File: config.mk
export PLATFORM = sky130hd
export DESIGN_NAME = dma_channel_scheduler_flat
export DESIGN_NICKNAME = d
export VERILOG_FILES = /design/src/rtl/dma_pkg.sv /design/src/rtl/dma_channel_scheduler_if.sv /design/src/rtl/dma_channel_scheduler_rr_arbiter.sv /design/src/rtl/dma_channel_scheduler.sv /design/src/flat_wrapper.sv
export SDC_FILE = /design/constraint.sdc
export NUM_CORES = 1
export LEC_CHECK = 0
export BUFFER_PORTS_ARGS = -buffer_cell sky130_fd_sc_hd__buf_2
export CELL_PAD_IN_SITES_DETAIL_PLACEMENT = 0
export CELL_PAD_IN_SITES_GLOBAL_PLACEMENT = 1
export CORE_AREA = 2 2 197 199
export DETAILED_ROUTE_END_ITERATION = 10
export DIE_AREA = 0 0 199 201
export PLACE_DENSITY_LB_ADDON = 0.1
export RECOVER_POWER = 100
export SYNTH_ARGS = -nofsm -noshare
export SYNTH_HDL_FRONTEND = slang
export SYNTH_SLANG_ARGS = --single-unit
File: constraint.sdc
create_clock -name clk -period 4.87 [get_ports clk]
set_input_delay 0.487 -clock clk [delete_from_list [all_inputs] [get_ports clk]]
set_output_delay 0.487 -clock clk [all_outputs]
set_load 0.02 [all_outputs]
File: src/rtl/dma_pkg.sv
// rtl/dma_pkg.sv - shared types and constants for the DMA channel scheduler
package dma_pkg;

  localparam int DATA_W = 32;
  localparam logic [1:0] ALIGN_MASK = 2'b11;

  typedef enum logic [1:0] {
    ST_IDLE,
    ST_START,
    ST_WAIT,
    ST_FINISH
  } state_e;

  // A transfer is unusable when any of its byte fields is not word aligned.
  function automatic logic is_misaligned(input logic [1:0] src_lo,
                                         input logic [1:0] dst_lo,
                                         input logic [1:0] count_lo);
    return |((src_lo | dst_lo | count_lo) & ALIGN_MASK);
  endfunction

endpackage

File: src/rtl/dma_channel_scheduler_if.sv
// rtl/dma_channel_scheduler_if.sv - channel request and copy-engine bus of the scheduler
interface dma_channel_scheduler_if #(
  parameter int NUM_CH = 4
);
  import dma_pkg::*;

  localparam int IDX_W = $clog2(NUM_CH);

  logic [NUM_CH-1:0]             req_valid;
  logic [NUM_CH-1:0]             req_ready;
  logic [NUM_CH-1:0][DATA_W-1:0] req_src;
  logic [NUM_CH-1:0][DATA_W-1:0] req_dst;
  logic [NUM_CH-1:0][DATA_W-1:0] req_count;
  logic                          eng_start;
  logic [DATA_W-1:0]             eng_src;
  logic [DATA_W-1:0]             eng_dst;
  logic [DATA_W-1:0]             eng_count;
  logic                          eng_abort;
  logic                          eng_done;
  logic [NUM_CH-1:0]             ch_done;
  logic [NUM_CH-1:0]             ch_err;
  logic [IDX_W-1:0]              grant_id;
  logic                          busy;

  modport slave (
    input  req_valid, req_src, req_dst, req_count, eng_done,
    output req_ready, eng_start, eng_src, eng_dst, eng_count, eng_abort,
           ch_done, ch_err, grant_id, busy
  );

  modport master (
    output req_valid, req_src, req_dst, req_count, eng_done,
    input  req_ready, eng_start, eng_src, eng_dst, eng_count, eng_abort,
           ch_done, ch_err, grant_id, busy
  );

endinterface

File: src/rtl/dma_channel_scheduler_rr_arbiter.sv
// rtl/dma_channel_scheduler_rr_arbiter.sv - round-robin winner selection among requesting channels
module rr_arbiter #(
  parameter int NUM_CH = 4,
  localparam int IDX_W = $clog2(NUM_CH)
) (
  input  logic [NUM_CH-1:0] req,
  input  logic [IDX_W-1:0]  ptr,
  output logic [NUM_CH-1:0] grant,
  output logic [IDX_W-1:0]  idx,
  output logic              any
);

  logic [IDX_W-1:0] cand;

  // Scan upward from ptr with wrap; the first requesting channel wins.
  always_comb begin
    grant = '0;
    idx   = '0;
    any   = 1'b0;
    cand  = '0;
    for (int k = 0; k < NUM_CH; k++) begin
      cand = IDX_W'((int'(ptr) + k) % NUM_CH);
      if (!any && req[cand]) begin
        any         = 1'b1;
        idx         = cand;
        grant[cand] = 1'b1;
      end
    end
  end

endmodule

File: src/rtl/dma_channel_scheduler.sv
// rtl/dma_channel_scheduler.sv - shares one copy engine among NUM_CH DMA channels
module dma_channel_scheduler
  import dma_pkg::*;
#(
  parameter int NUM_CH  = 4,
  parameter int TIMEOUT = 1024
) (
  input logic                   clk,
  input logic                   reset,
  dma_channel_scheduler_if.slave bus
);

  localparam int IDX_W = $clog2(NUM_CH);
  localparam int TMR_W = $clog2(TIMEOUT);
  localparam logic [NUM_CH-1:0] ONE = {{(NUM_CH-1){1'b0}}, 1'b1};

  state_e            state_q, state_d;
  logic [IDX_W-1:0]  rr_ptr_q, rr_ptr_d;
  logic [TMR_W-1:0]  timer_q, timer_d;
  logic [DATA_W-1:0] src_q, src_d;
  logic [DATA_W-1:0] dst_q, dst_d;
  logic [DATA_W-1:0] count_q, count_d;
  logic [IDX_W-1:0]  grant_q, grant_d;
  logic              eng_start_q, eng_start_d;
  logic [NUM_CH-1:0] ch_done_q, ch_done_d;
  logic [NUM_CH-1:0] ch_err_q, ch_err_d;

  logic [NUM_CH-1:0] win_onehot;
  logic [IDX_W-1:0]  win_idx;
  logic              win_any;
  logic              accept;
  logic              timeout_hit;
  logic [NUM_CH-1:0] grant_onehot;
  logic [DATA_W-1:0] sel_src, sel_dst, sel_count;

  rr_arbiter #(.NUM_CH(NUM_CH)) u_arb (
    .req   (bus.req_valid),
    .ptr   (rr_ptr_q),
    .grant (win_onehot),
    .idx   (win_idx),
    .any   (win_any)
  );

  // Reset masks the combinational handshake and abort so nothing leaks during reset.
  assign accept       = (state_q == ST_IDLE) && win_any && !reset;
  assign timeout_hit  = (state_q == ST_WAIT) && !bus.eng_done &&
                        (timer_q == TMR_W'(TIMEOUT - 1));
  assign grant_onehot = ONE << grant_q;
  assign sel_src      = bus.req_src[win_idx];
  assign sel_dst      = bus.req_dst[win_idx];
  assign sel_count    = bus.req_count[win_idx];

  assign bus.req_ready = accept ? win_onehot : '0;
  assign bus.eng_abort = timeout_hit && !reset;
  assign bus.eng_start = eng_start_q;
  assign bus.eng_src   = src_q;
  assign bus.eng_dst   = dst_q;
  assign bus.eng_count = count_q;
  assign bus.ch_done   = ch_done_q;
  assign bus.ch_err    = ch_err_q;
  assign bus.grant_id  = grant_q;
  assign bus.busy      = (state_q != ST_IDLE);

  // Next-state and pulse computation; pulses are set on the transition into their state.
  always_comb begin
    state_d     = state_q;
    rr_ptr_d    = rr_ptr_q;
    timer_d     = timer_q;
    src_d       = src_q;
    dst_d       = dst_q;
    count_d     = count_q;
    grant_d     = grant_q;
    eng_start_d = 1'b0;
    ch_done_d   = '0;
    ch_err_d    = '0;
    case (state_q)
      ST_IDLE: begin
        if (accept) begin
          src_d    = sel_src;
          dst_d    = sel_dst;
          count_d  = sel_count;
          grant_d  = win_idx;
          rr_ptr_d = (win_idx == IDX_W'(NUM_CH - 1)) ? '0 : win_idx + 1'b1;
          if (sel_count == '0) begin
            state_d   = ST_FINISH;
            ch_done_d = win_onehot;
          end else if (is_misaligned(sel_src[1:0], sel_dst[1:0], sel_count[1:0])) begin
            state_d  = ST_FINISH;
            ch_err_d = win_onehot;
          end else begin
            state_d     = ST_START;
            eng_start_d = 1'b1;
          end
        end
      end
      ST_START: begin
        timer_d = '0;
        state_d = ST_WAIT;
      end
      ST_WAIT: begin
        timer_d = timer_q + 1'b1;
        if (bus.eng_done) begin
          state_d   = ST_FINISH;
          ch_done_d = grant_onehot;
        end else if (timeout_hit) begin
          state_d  = ST_FINISH;
          ch_err_d = grant_onehot;
        end
      end
      ST_FINISH: state_d = ST_IDLE;
      default:   state_d = ST_IDLE;
    endcase
  end

  // State and registered outputs; reset abandons any transfer in flight.
  always_ff @(posedge clk) begin
    if (reset) begin
      state_q     <= ST_IDLE;
      rr_ptr_q    <= '0;
      timer_q     <= '0;
      src_q       <= '0;
      dst_q       <= '0;
      count_q     <= '0;
      grant_q     <= '0;
      eng_start_q <= 1'b0;
      ch_done_q   <= '0;
      ch_err_q    <= '0;
    end else begin
      state_q     <= state_d;
      rr_ptr_q    <= rr_ptr_d;
      timer_q     <= timer_d;
      src_q       <= src_d;
      dst_q       <= dst_d;
      count_q     <= count_d;
      grant_q     <= grant_d;
      eng_start_q <= eng_start_d;
      ch_done_q   <= ch_done_d;
      ch_err_q    <= ch_err_d;
    end
  end

endmodule

File: src/flat_wrapper.sv
// flat-port wrapper written by rule: the top's interface ports become plain ports
module dma_channel_scheduler_flat import dma_pkg::*;
#(
  parameter int NUM_CH  = 4,
  parameter int TIMEOUT = 1024
)
  (clk, reset, bus_req_valid, bus_req_src, bus_req_dst, bus_req_count, bus_eng_done, bus_req_ready, bus_eng_start, bus_eng_src, bus_eng_dst, bus_eng_count, bus_eng_abort, bus_ch_done, bus_ch_err, bus_grant_id, bus_busy);
  dma_channel_scheduler_if #(.NUM_CH(NUM_CH)) bus_i ();
  input logic clk;
  input logic reset;
  input wire logic [$bits(bus_i.req_valid)-1:0] bus_req_valid;
  input wire logic [$bits(bus_i.req_src)-1:0] bus_req_src;
  input wire logic [$bits(bus_i.req_dst)-1:0] bus_req_dst;
  input wire logic [$bits(bus_i.req_count)-1:0] bus_req_count;
  input wire logic [$bits(bus_i.eng_done)-1:0] bus_eng_done;
  output wire logic [$bits(bus_i.req_ready)-1:0] bus_req_ready;
  output wire logic [$bits(bus_i.eng_start)-1:0] bus_eng_start;
  output wire logic [$bits(bus_i.eng_src)-1:0] bus_eng_src;
  output wire logic [$bits(bus_i.eng_dst)-1:0] bus_eng_dst;
  output wire logic [$bits(bus_i.eng_count)-1:0] bus_eng_count;
  output wire logic [$bits(bus_i.eng_abort)-1:0] bus_eng_abort;
  output wire logic [$bits(bus_i.ch_done)-1:0] bus_ch_done;
  output wire logic [$bits(bus_i.ch_err)-1:0] bus_ch_err;
  output wire logic [$bits(bus_i.grant_id)-1:0] bus_grant_id;
  output wire logic [$bits(bus_i.busy)-1:0] bus_busy;
  assign bus_i.req_valid = bus_req_valid;
  assign bus_i.req_src = bus_req_src;
  assign bus_i.req_dst = bus_req_dst;
  assign bus_i.req_count = bus_req_count;
  assign bus_i.eng_done = bus_eng_done;
  assign bus_req_ready = bus_i.req_ready;
  assign bus_eng_start = bus_i.eng_start;
  assign bus_eng_src = bus_i.eng_src;
  assign bus_eng_dst = bus_i.eng_dst;
  assign bus_eng_count = bus_i.eng_count;
  assign bus_eng_abort = bus_i.eng_abort;
  assign bus_ch_done = bus_i.ch_done;
  assign bus_ch_err = bus_i.ch_err;
  assign bus_grant_id = bus_i.grant_id;
  assign bus_busy = bus_i.busy;
  dma_channel_scheduler #(.NUM_CH(NUM_CH), .TIMEOUT(TIMEOUT)) u_core (.clk(clk), .reset(reset), .bus(bus_i));
endmodule
-- Word level (Yosys, flattened, before mapping)
Cells that the tools add are included.
- word-level logic and storage cells: 118
- flip-flop bits (word level): 121
- reductions and logical operators: 25
- add/subtract/negate cells: 5
- shift operators: 1
- mux-type cells: 54
- bitwise gates (word level): 7
- order comparisons: 9
- eq/ne operators: 7
- operators with widths (cell ; number):
    $bmux 32 s2 ; 3
    $mux 32 ; 3
    $mux 4 ; 13
    $logic_not 32->1 ; 1
    $mux 2 ; 10
    $pmux 10 s2 ; 1
    $pmux 4 s2 ; 2
    $lt 2x3->1 const B ; 5
    $mux 1 ; 13
    $logic_and 1x1->1 ; 12
    $or 4x4->4 ; 3
    $add 10x1->10 const B ; 1
    $eq 10x10->1 const B ; 1
    $bmux 1 s2 ; 4
    $demux 1 s2 ; 4
    $ge 2x1->1 const B ; 4
    $pmux 2 s4 ; 1
    $eq 2x2->1 const B ; 3
    $logic_not 1->1 ; 5
    $add 2x1->2 const B ; 2
    $add 2x2->2 const B ; 2
    $or 2x2->2 ; 2
    $reduce_and 2->1 ; 2
    $reduce_bool 2->1 ; 2
    other kinds (8) ; 9

-- Logic depth before layout (Yosys ltp)
- depth after elaboration: 21
- mapped depth: 19

-- Cells and area by module
From an unflattened synthesis, not the netlist that was laid out.
- cell total of the unflattened synthesis: 717
- area, all modules: 7362.1 µm²
- by module, submodules not included (module ; sequential area each (µm²) ; cells an instance ; area each (µm²) ; instances):
    dma_channel_scheduler ; 2422.3 ; 672 ; 6942.9 ; 1
    rr_arbiter ; 0.0 ; 45 ; 419.2 ; 1

-- Worst setup path after synthesis
OpenSTA, ideal clock, no wires.
- path kind: reg2reg
- start point: reg u_core.rr_ptr_q[0]
- end point: reg u_core.eng_start_q (netlist: u_core.bus.eng_start)
- setup time: 0.115 ns
- path buffers: 4
- data arrival time: 3.774 ns
- cell stages (with the launch flop): 18
- path slack: 0.981 ns
- period minus slack after synthesis: 3.889 ns
- cells stage by stage: dfxtp_1 -> buf_4 -> inv_1 -> ha_1 -> or3b_1 -> a2111oi_2 -> nor3_2 -> a21o_1 -> buf_6 -> inv_8 -> buf_4 -> mux2i_1 -> nand2_1 -> o31ai_1 -> nand3_1 -> or3_1 -> buf_6 -> and3_1
- cells in the longest elaborated chain, start to end: 18
- RTL lines (item ; line ; source):
    from (decl) ; dma_channel_scheduler.sv:18 ; logic [IDX_W-1:0] rr_ptr_q, rr_ptr_d;
    from (signal assigned) ; dma_channel_scheduler.sv:130 ; rr_ptr_q <= rr_ptr_d;
    parallel branches: the longest is 18 deep, another holds $add 2x1->2 ; -- ;
    to (signal assigned) ; dma_channel_scheduler.sv:136 ; eng_start_q <= eng_start_d;
    to (decl) ; dma_channel_scheduler.sv:24 ; logic eng_start_q, eng_start_d;
Several ways; the timed one is not identified. The select of a mux whose other input is x is not followed.
A chain may end at the register's enable or synchronous reset.

-- Final worst setup path
- start point: reg u_core.rr_ptr_q[1]
- end point: reg u_core.eng_start_q (netlist: u_core.bus.eng_start)
Same word-level chain as after synthesis.

==> metrics.log <==
[metrics] Critical Path Start: u_core.rr_ptr_q[1]
[metrics] met3 wire len: 2900 microns
[metrics] worst clock skew: 0.0188 ns
[metrics] count of state elements after synthesis: around 120
[metrics] leftover overflow at the end of global routing: 0
[metrics] effective utilization at floorplan: 0.211
[metrics] Worst-Margin Slew: 0.971 ns
[metrics] count of endpoints failing hold in the final timing report: 0
[metrics] path type of the worst min-delay path: input pin to flip-flop
[metrics] Synth top cells by count: sky130_fd_sc_hd__nand2_1 (221), sky130_fd_sc_hd__dfxtp_1 (121), sky130_fd_sc_hd__nor2_1 (103), sky130_fd_sc_hd__a21oi_1 (101), sky130_fd_sc_hd__a311oi_1 (73)
[metrics] RePlAce Congestion: 0.814
[metrics] cell at the root of the clock tree: sky130_fd_sc_hd__clkbuf_16
[metrics] final routed DRC violation total: 0
[metrics] cell with the most instances after synthesis: sky130_fd_sc_hd__nand2_1
[metrics] synth unique cells: 55
[metrics] max-cap violations: 0
[metrics] total met2 wirelength after detailed routing: 19900 microns
[metrics] CP max-delay cell: sky130_fd_sc_hd__or3_1
[metrics] Setup CP Type: flip-flop to flip-flop
[metrics] VDD IR-drop max: 0.456 mV
[metrics] number of buffers added by the clock tree synthesis step: 17
[metrics] vias in the first global route: ~9500
[metrics] summed area of non-filler cells in the final layout: 11400 sq um
[metrics] Hold Path Origin: bus_req_count[97]
[metrics] CP endpoint kind: flip-flop
[metrics] Top FF cell, synth: sky130_fd_sc_hd__dfxtp_1
[metrics] overall die area: 40000 sq um
[metrics] final count of pins violating max slew: 0
[metrics] timing-limited maximum frequency: 0.222 GHz
[metrics] layout cells sized above 1: 0.294
[metrics] maximum cell stage delay along the critical path: 0.56 ns
[metrics] input/output buffers: just over 500
[metrics] Setup TNS: 0 ns
[metrics] Top Metal Used: met5
[metrics] leakage power total: 0.00481 uW
[metrics] final count of negative-setup-slack endpoints: 0
[metrics] die height: 201 microns
[metrics] CTS tree: done
[metrics] TritonCTS Sinks: 121
[metrics] largest area contributor in the synthesized netlist: sky130_fd_sc_hd__dfxtp_1
[metrics] detailed router's first-iteration violation count: 425
[metrics] number of nets in the synthesized netlist: 1488
[metrics] number of vias in the routed layout: approximately 9400
[metrics] Detail Route Antenna Nets: 0
[metrics] number of synthesis warnings: 0
[metrics] synthesized instance count: 1085
[metrics] Reg-to-Reg Start: u_core.rr_ptr_q[1]
[metrics] final routed wire length divided by cell count: roughly 19 microns
[metrics] # nets final: 1923
[metrics] Synth Cell Area: 8040 sq um
[metrics] pin count of the biggest net entering global routing: 170
[metrics] Layout Area Growth over Synthesis: 41.4%
[metrics] fraction of registers with async set or reset after synthesis: 0
[metrics] share of the synthesized area in the top cell type: 0.301
[metrics] Crit Path Max Fanout: 52
[metrics] initial antenna violation count: 14
[metrics] number of buffers on the longest clock path: 2
[metrics] proportion of synthesized chip area in sequential cells: 0.301
[metrics] CP startpoint kind: flip-flop
[metrics] M1 WL: between 15000 and 20000 microns
[metrics] worst hold margin: 0.412 ns
[metrics] worst skew pair latency: 0.45 ns
[metrics] Core Region: roughly 38000 sq um
[metrics] ranking of synthesized cells by area: sky130_fd_sc_hd__dfxtp_1 (30%), sky130_fd_sc_hd__nand2_1 (10%), sky130_fd_sc_hd__a311oi_1 (8.0%)
[metrics] remaining max-slew budget at the tightest pin: 0.352
[metrics] number of enable-type register cells in the synthesized netlist: 0
[metrics] DR vias/cell: 4.57
[metrics] hold buffers post-CTS: 0
[metrics] mean cell area of the mapped netlist: 7.41 sq um
[metrics] data arrival at the endpoint of the critical path: ~4.8 ns
[metrics] drt total wl: roughly 40000 microns
[metrics] Area after DPL: approximately 11000 sq um
[metrics] maximum level of the CTS H-tree: 4
[metrics] number of search-and-repair iterations in the first detailed-routing pass: 5
[metrics] Worst Path Required: 5.20 ns
[metrics] GRT Total Usage: 0.194
[metrics] top-level port count: 504
[metrics] DP Wirelength: 29800 microns
[metrics] status: finished clean
[metrics] row count: 72
[metrics] setup repair after global routing missed its margin: false
[metrics] power per standard cell area: roughly 610 nW/um^2
[metrics] first-pass GRT wire length: 58300 microns
[metrics] time the final worst path needs with I/O delays and setup: 4.51 ns
[metrics] post-route clock period utilization: 0.927
[metrics] CTS clock-pin slew for the worst setup and hold paths: 0.07 ns
[metrics] die span in x: just under 200 microns
[metrics] cell chain of the critical path: inv_1, ha_1, or3b_1, a2111oi_2, nor3_2, a21o_4, inv_8, buf_4, mux2i_1, o21ai_0, a211oi_2, o2111ai_1, or3_1, and3_1
## path summary, 6_finish.rpt
check | end | slack [ns] | depth (start not counted)
max | u_core.bus.eng_start | 0.36 | 14
min | u_core.bus.eng_count[1] | 0.41 | 3
max reg2reg | u_core.bus.eng_start | 0.36 | 14
min reg2reg | u_core.bus.eng_dst[1] | 0.46 | 2
## power by group
| part | leakage, uW | internal [uW] | switching, uW |
|---|---|---|---|
| Sequential | 0.000996 | 1310 | 179 |
| Clock | 0.000289 | 819 | 529 |
| Combinational | 0.00352 | 1350 | 2760 |
## flip-flops by register name, indices dropped and copies added (netlist names)
signal and count:
u_core.bus.ch_err 4, u_core.state_q 2, u_core.bus.eng_src 32, u_core.bus.eng_count 32, u_core.timer_q 10, u_core.bus.ch_done 4
u_core.bus.grant_id 2, u_core.bus.eng_dst 32, u_core.bus.eng_start 1, u_core.rr_ptr_q 2
## layout make-up
class | instances | area (sq um)
Antenna cell | 10 | 25.0
Clock buffer | 18 | 439
Clock inverter | 14 | 174
Fill cell | 4347 | 26700
Inverter | 15 | 63.8
Multi-Input combinational cell | 850 | 5090
Sequential cell | 121 | 2420
Tap cell | 518 | 648
Timing Repair Buffer | 515 | 2500
## metrics by stage
step                cells  utilization  power (uW)  worst slack [ns]
floorplan            1085            -        4510             0.981
global placement     2019        0.286        5780             0.374
detailed placement   2019        0.286        5790             0.281
CTS                  2051        0.302        7180             0.252
global route         2058        0.298        7570            0.0167
finish               2061        0.298        6950             0.357
## critical path: cells and delay by family, from the launching register on
family,cells,cell delay (ns)
buffers and inverters,3,0.78
AO/OA/AOI/OAI,5,1.13
multiplexers,1,0.20
AND/OR/NAND/NOR,4,1.35
flip-flops,1,0.53
adder cells (fa/ha/maj),1,0.41
## repair_timing
item                                    CTS  global route
endpoints found under the setup margin    0             7
gates resized for setup                   0             1
setup buffers                             0             0
## metal layers
layer	track usage	vias up
met2	0.342	297
met3	0.0638	23
li1	-	4767
met5	0	-
met4	0.0426	8
met1	0.225	4329
## cell usage in the layout, fill, tap and decap left out, types with 3 or more instances in the layout
| cell | n |
|---|---|
| sky130_fd_sc_hd__a21oi_1 | 100 |
| sky130_fd_sc_hd__mux2i_1 | 63 |
| sky130_fd_sc_hd__nor2_1 | 103 |
| sky130_fd_sc_hd__o21ai_0 | 19 |
| sky130_fd_sc_hd__xor2_1 | 7 |
| sky130_fd_sc_hd__and2_0 | 3 |
| sky130_fd_sc_hd__bufinv_16 | 3 |
| sky130_fd_sc_hd__diode_2 | 10 |
| sky130_fd_sc_hd__and2b_1 | 4 |
| sky130_fd_sc_hd__nor3_1 | 16 |
| sky130_fd_sc_hd__nand2_1 | 221 |
| sky130_fd_sc_hd__or3_1 | 4 |
| sky130_fd_sc_hd__nand4_1 | 6 |
| sky130_fd_sc_hd__nand3_1 | 17 |
| sky130_fd_sc_hd__clkbuf_1 | 113 |
| sky130_fd_sc_hd__buf_2 | 389 |
| sky130_fd_sc_hd__buf_4 | 9 |
| sky130_fd_sc_hd__and2_1 | 67 |
| sky130_fd_sc_hd__a211oi_1 | 71 |
| sky130_fd_sc_hd__nor4_1 | 9 |
| sky130_fd_sc_hd__buf_12 | 3 |
| sky130_fd_sc_hd__a22oi_1 | 4 |
| sky130_fd_sc_hd__o22ai_1 | 3 |
| sky130_fd_sc_hd__ha_1 | 12 |
| sky130_fd_sc_hd__a311oi_1 | 73 |
| sky130_fd_sc_hd__o2bb2ai_1 | 3 |
| sky130_fd_sc_hd__clkinvlp_4 | 4 |
| sky130_fd_sc_hd__dfxtp_1 | 121 |
| sky130_fd_sc_hd__inv_1 | 14 |
| sky130_fd_sc_hd__clkinv_4 | 4 |
| sky130_fd_sc_hd__clkbuf_16 | 17 |
| sky130_fd_sc_hd__nand2b_1 | 5 |
| sky130_fd_sc_hd__and3_1 | 3 |
## kinds of logic (layout without fill, tap and decap cells)
kind of cell,count (synthesis),count (layout),synth area share
AOI/OAI and AO/OA,295,295,0.254
xor gates and xnor gates,9,9,0.00980
adders and majority gates,12,12,0.0187
buffers and inverters,114,562,0.0685
DFF,121,121,0.301
muxes,65,65,0.0840
other,0,10,0
and+or+nand+nor,469,469,0.263
Note: power is estimated with default switching activity, not from simulation.
